$ cat config.mk
export PLATFORM = sky130hd
export DESIGN_NAME = i2c_tx_fifo
export DESIGN_NICKNAME = d
export VERILOG_FILES = /design/src/rtl/i2c_tx_fifo.sv
export SDC_FILE = /design/constraint.sdc
export NUM_CORES = 1
export LEC_CHECK = 0
export ABC_AREA = 1
export BUFFER_PORTS_ARGS = -buffer_cell sky130_fd_sc_hd__buf_4
export CORE_UTILIZATION = 55
export CTS_CLUSTER_DIAMETER = 150
export DETAILED_ROUTE_END_ITERATION = 7
export MAX_ROUTING_LAYER = met4
export PLACE_DENSITY = 0.76
export SYNTH_ARGS = -nofsm -noshare
export SYNTH_HDL_FRONTEND = slang
export SYNTH_SLANG_ARGS = --single-unit
$ cat constraint.sdc
create_clock -name axi_clk -period 2.7 [get_ports axi_clk]
set_input_delay 0.135 -clock axi_clk [delete_from_list [all_inputs] [get_ports axi_clk]]
set_output_delay 0.135 -clock axi_clk [all_outputs]
set_load 0.01 [all_outputs]
$ cat src/rtl/i2c_tx_fifo.sv
// rtl/i2c_tx_fifo.sv - transmit-data FIFO feeding the I2C master FSM
module i2c_tx_fifo #(
    parameter  int DATA_WIDTH = 8,
    parameter  int DEPTH      = 16,
    localparam int ADDR_WIDTH = $clog2(DEPTH)
) (
    input  logic                  axi_clk,
    input  logic                  axi_reset,
    input  logic                  wr_request,
    input  logic [31:0]           wr_data,
    input  logic                  rd_request,
    output logic [31:0]           rd_data,
    input  logic                  clear,
    input  logic                  clear_flags,
    output logic                  full,
    output logic                  empty,
    output logic [ADDR_WIDTH:0]   count,
    output logic                  overflow,
    output logic                  underflow
);

    localparam logic [ADDR_WIDTH:0] PTR_ONE = {{ADDR_WIDTH{1'b0}}, 1'b1};

    logic [DATA_WIDTH-1:0] mem_q [DEPTH];
    logic [ADDR_WIDTH:0]   wr_ptr_q, wr_ptr_d;
    logic [ADDR_WIDTH:0]   rd_ptr_q, rd_ptr_d;
    logic                  overflow_q, overflow_d;
    logic                  underflow_q, underflow_d;
    logic                  pop_ok, push_ok, wr_en;

    // Status derived only from registered pointers; the extra MSB tells full from empty
    always_comb begin
        count = wr_ptr_q - rd_ptr_q;
        empty = (wr_ptr_q == rd_ptr_q);
        full  = (wr_ptr_q[ADDR_WIDTH] != rd_ptr_q[ADDR_WIDTH]) &&
                (wr_ptr_q[ADDR_WIDTH-1:0] == rd_ptr_q[ADDR_WIDTH-1:0]);
    end

    // Head entry falls through to the FSM, forced to zero when nothing is stored
    always_comb begin
        rd_data = 32'h0;
        if (!empty) begin
            rd_data[DATA_WIDTH-1:0] = mem_q[rd_ptr_q[ADDR_WIDTH-1:0]];
        end
    end

    // Accept/reject decisions, pointer advance and sticky flag updates
    always_comb begin
        pop_ok      = rd_request && !empty;
        push_ok     = wr_request && (!full || pop_ok);
        wr_ptr_d    = wr_ptr_q;
        rd_ptr_d    = rd_ptr_q;
        wr_en       = 1'b0;
        overflow_d  = overflow_q;
        underflow_d = underflow_q;

        if (clear_flags) begin
            overflow_d  = 1'b0;
            underflow_d = 1'b0;
        end

        if (clear) begin
            // Flush wins over any same-cycle traffic, which also raises no flag
            wr_ptr_d = '0;
            rd_ptr_d = '0;
        end else begin
            if (push_ok) begin
                wr_en    = 1'b1;
                wr_ptr_d = wr_ptr_q + PTR_ONE;
            end
            if (pop_ok) begin
                rd_ptr_d = rd_ptr_q + PTR_ONE;
            end
            // A new event beats a same-cycle clear_flags
            if (wr_request && full && !pop_ok) begin
                overflow_d = 1'b1;
            end
            if (rd_request && empty) begin
                underflow_d = 1'b1;
            end
        end
    end

    // Pointer and flag registers
    always_ff @(posedge axi_clk or posedge axi_reset) begin
        if (axi_reset) begin
            wr_ptr_q    <= '0;
            rd_ptr_q    <= '0;
            overflow_q  <= 1'b0;
            underflow_q <= 1'b0;
        end else begin
            wr_ptr_q    <= wr_ptr_d;
            rd_ptr_q    <= rd_ptr_d;
            overflow_q  <= overflow_d;
            underflow_q <= underflow_d;
        end
    end

    // Storage array; left unreset because empty gating hides stale contents
    always_ff @(posedge axi_clk) begin
        if (wr_en) begin
            mem_q[wr_ptr_q[ADDR_WIDTH-1:0]] <= wr_data[DATA_WIDTH-1:0];
        end
    end

    assign overflow  = overflow_q;
    assign underflow = underflow_q;

endmodule

==> key figures <==
Worst setup path
  • Critical path depth: 11
  • CP Class: flip-flop to flip-flop
  • Critical-path top delay cell: nor2_1
  • R2R Path End: mem_q[1][6]
  • Worst EP required: 2.75 ns
  • Buffers and inverters on the worst path: 3
  • Crit path max fanout: 16
  • CP top delay family: simple AND/OR/NAND/NOR gates
  • CP Data Arrival Time: 2.58 ns
  • Setup slack, reg-to-reg: 0.17 ns
  • CP startpoint kind: flip-flop
  • Worst path cell trace: inv_1 -> ha_1 -> nand2_1 -> nor2_2 -> inv_1 -> nor2_2 -> nand2_2 -> nand2_4 -> inv_4 -> nand2_4 -> nor2_1
  • Setup crit end: mem_q[1][6]
  • CP startpoint: wr_ptr_q[0]
  • R2R depth: 11
  • Reg2Reg Launch Point: wr_ptr_q[0]
  • CP endpoint kind: flip-flop
  • Crit path largest cell delay: 0.59 ns

GRT
  • M1 GR Usage: 28.3%
  • Routing usage on met2: 43.5%
  • GRT Total Usage: 25.5%
  • Number of global-route vias before repair: 4691
  • First-pass GRT wire length: 22900 µm
  • Initial antenna violation count: 0
  • GR Layer Usage met3: 6.10%
  • Largest net degree at the start of global routing: 67
  • Gr busiest metal: met2
  • Total grt overflow: 0

STA
  • Max_slew headroom: 52.4%
  • Final Hold Viols: 0
  • Final setup vio count: 0
  • Setup TNS: 0 ns
  • Slew @ Worst Pin: 0.711 ns
  • RSZ-0062 raised after global routing: false
  • Highest clock rate: 0.395 GHz
  • Max-slew violations: 0
  • Crit share post-route: 93.7%
  • Clk_skew: 0.00740 ns
  • Min Tclk post-route: 2.53 ns

Yosys
  • Warnings from Yosys: 0
  • Post-synthesis cell type count: 25
  • Number of synthesized register bits: 140
  • Seq/Total Area, Yosys: 62.2%
  • Cell Area, Synth: 6660 µm²
  • Mapped Cells: 697
  • Avg Cell Area, Syn: 9.56 µm²

Finish
  • Util after Layout: 65.7%
  • Finished Layout Cells: 890
  • Layout area overhead: 14.5%
  • Share of cells above drive strength 1: 10.2%
  • Nets: 782
  • Register Area: 4150 µm²
  • # diodes: 0
  • Fill count: 848
  • Area occupied by multi-input gates: 1880 µm²

Route
  • Number of DRC markers in iteration 0: 385
  • First drt pass iteration count: 8
  • DRC errors left: 5
  • Antenna Nets Post-Route: 0
  • Vias per inst: 5.40
  • Final WL: 14500 µm
  • Routed len/inst: 16.3 µm
  • DR vias: 4808

Power
  • Clock network power share: 36.5%
  • Peak VDD IR: 685 µV
  • Switching portion of total power: 30.3%
  • Internal power: 4800 µW
  • Lkg Pwr: 0.00343 µW
  • Psw: 2090 µW
  • Flop pwr share: 35.3%
  • Combinational share of power: 28.2%
  • P per Cell Area: 903 nW/µm²

Clock network
  • Clock buffer count from CTS: 17
  • Clock sinks: 140
  • Bufs on Longest Clock Path: 2
  • Post-CTS Setup Inserts: 0
  • Worst skew pair latency: 0.42 ns
  • Root Buffer: clkbuf_16
  • CTS H-tree depth: 4
  • CTS tree: yes
  • Clk slew on worst S/H paths: 0.06 ns

Floorplanning
  • Core ar.: 11600 µm²
  • Die height: 112 µm
  • Die area: 12600 µm²
  • IO Pins: 79
  • DIE WIDTH: 112 µm
  • Initial Utilization: 57.4%
  • Num rows: 39

Outcome
  • Failing checks: DRC
  • Outcome: finished with violations

Hold path
  • Hold Path Class: input pin to flip-flop
  • Hold_sp: rd_request

Placement
  • Buffers on Ports: 30
  • Detail Placement HPWL: 9140 µm
  • Placer Congestion: 0.871
  • Placed cells: 853

Job
  • MaxCap Viol Count: 0
## how the worst min path moves through the flow
stage,end,slack [ns],cells after the start
after floorplan,overflow,-0.0003,1
after global placement,overflow,0.18,2
after detailed placement,underflow,0.19,2
after CTS,rd_ptr_q[4],0.03,4
after global routing,overflow,0.06,4
final,rd_ptr_q[4],0.02,4
## cells by family (layout without fill, tap and decap cells)
| family | Yosys count | count (layout) | share of synthesized area (%) |
|---|---|---|---|
| AOI/OAI and AO/OA | 18 | 18 | 1.37 |
| xor gates and xnor gates | 10 | 10 | 1.43 |
| adders and majority gates | 10 | 10 | 1.99 |
| buffers and inverters | 160 | 187 | 10.9 |
| DFF | 140 | 140 | 62.2 |
| other | 1 | 24 | 0.0563 |
| and+or+nand+nor | 358 | 358 | 22.1 |
## power by group through the flow
stage | Clock, µW | Combinational (µW) | Sequential, µW
after floorplan | 0 | 1230 | 2480
after detailed placement | 0 | 1890 | 2470
after CTS | 2520 | 1920 | 2430
final | 2510 | 1940 | 2430
after global placement | 0 | 1850 | 2470
after global routing | 2620 | 2130 | 2430
## layout make-up
| type | instances | area share, % |
|---|---|---|
| Sequential cell | 140 | 54.4 |
| Multi-Input combinational cell | 420 | 24.6 |
| Clock buffer | 25 | 6.37 |
| Inverter | 110 | 5.45 |
| Timing Repair Buffer | 45 | 4.76 |
| Tap cell | 143 | 2.35 |
| Clock inverter | 7 | 2.08 |
## tightest hold or removal path, delay by kind of cell
family / cells / cell delay [ns]
simple gates: 3 / 0.19
buf+inv: 1 / 0.09
## sequential cells by signal, indices dropped and copies added, names as in the netlist
| name | count |
|---|---|
| overflow | 1 |
| rd_ptr_q | 5 |
| underflow | 1 |
| mem_q | 128 |
| wr_ptr_q | 5 |
## routing by layer
layer,vias to the layer above,share of wire (%)
met3,48,8.1
li1,2241,-
met5,-,0
met1,2265,37
met2,254,52
met4,0,2.9
## cell usage in the layout, fill, tap and decap left out, types with 2 or more instances in the layout
| cell | count |
|---|---|
| nor2_2 | 2 |
| conb_1 | 24 |
| dlygate4sd3_1 | 5 |
| o21ai_0 | 7 |
| edfxtp_1 | 128 |
| nor2_1 | 22 |
| clkbuf_16 | 17 |
| buf_4 | 39 |
| nand2_1 | 249 |
| inv_1 | 103 |
| ha_1 | 9 |
| clkbuf_1 | 5 |
| clkbuf_8 | 3 |
| dfrtp_1 | 11 |
| clkinv_1 | 6 |
| a21oi_1 | 10 |
| nand2_4 | 2 |
| bufinv_16 | 5 |
| xor2_1 | 8 |
| nand3_1 | 81 |
| nand2_2 | 2 |
## Yosys cell counts
library cell,instances,area share (%)
a21oi_1,10,0.75
buf_1,2,0.11
buf_2,16,1.2
buf_4,24,2.7
buf_8,1,0.23
clkbuf_1,7,0.39
clkinv_1,5,0.28
conb_1,1,0.056
dfrtp_1,12,4.5
edfxtp_1,128,58
fa_1,1,0.30
ha_1,9,1.7
inv_1,104,5.9
inv_4,1,0.094
nand2_1,249,14
nand2_2,2,0.19
nand2_4,2,0.34
nand3_1,81,6.1
nor2_1,22,1.2
nor2_2,2,0.19
o21ai_0,7,0.53
o22ai_1,1,0.094
xnor2_1,1,0.13
xnor2_2,1,0.24
xor2_1,8,1.1
## metrics by stage
step / power [µW] / setup WS (ns) / hold WS (ns) / area (µm²)
detailed placement: 4360 / 0.230 / 0.191 / 6930
finish: 6890 / 0.170 / 0.0233 / 7630
global route: 7180 / 0.00335 / 0.0643 / 7630
global placement: 4320 / 0.332 / 0.183 / 6930
floorplan: 3710 / 0.168 / -0.000301 / 6750
CTS: 6870 / 0.183 / 0.0299 / 7630
## what timing repair did
item,4_1_cts,5_1_grt
resized for setup,0,0
hold buffers,5,0
hold endpoints to repair,15,0
endpoints found under the setup margin,0,0
Power figures use the tool's default switching activity.
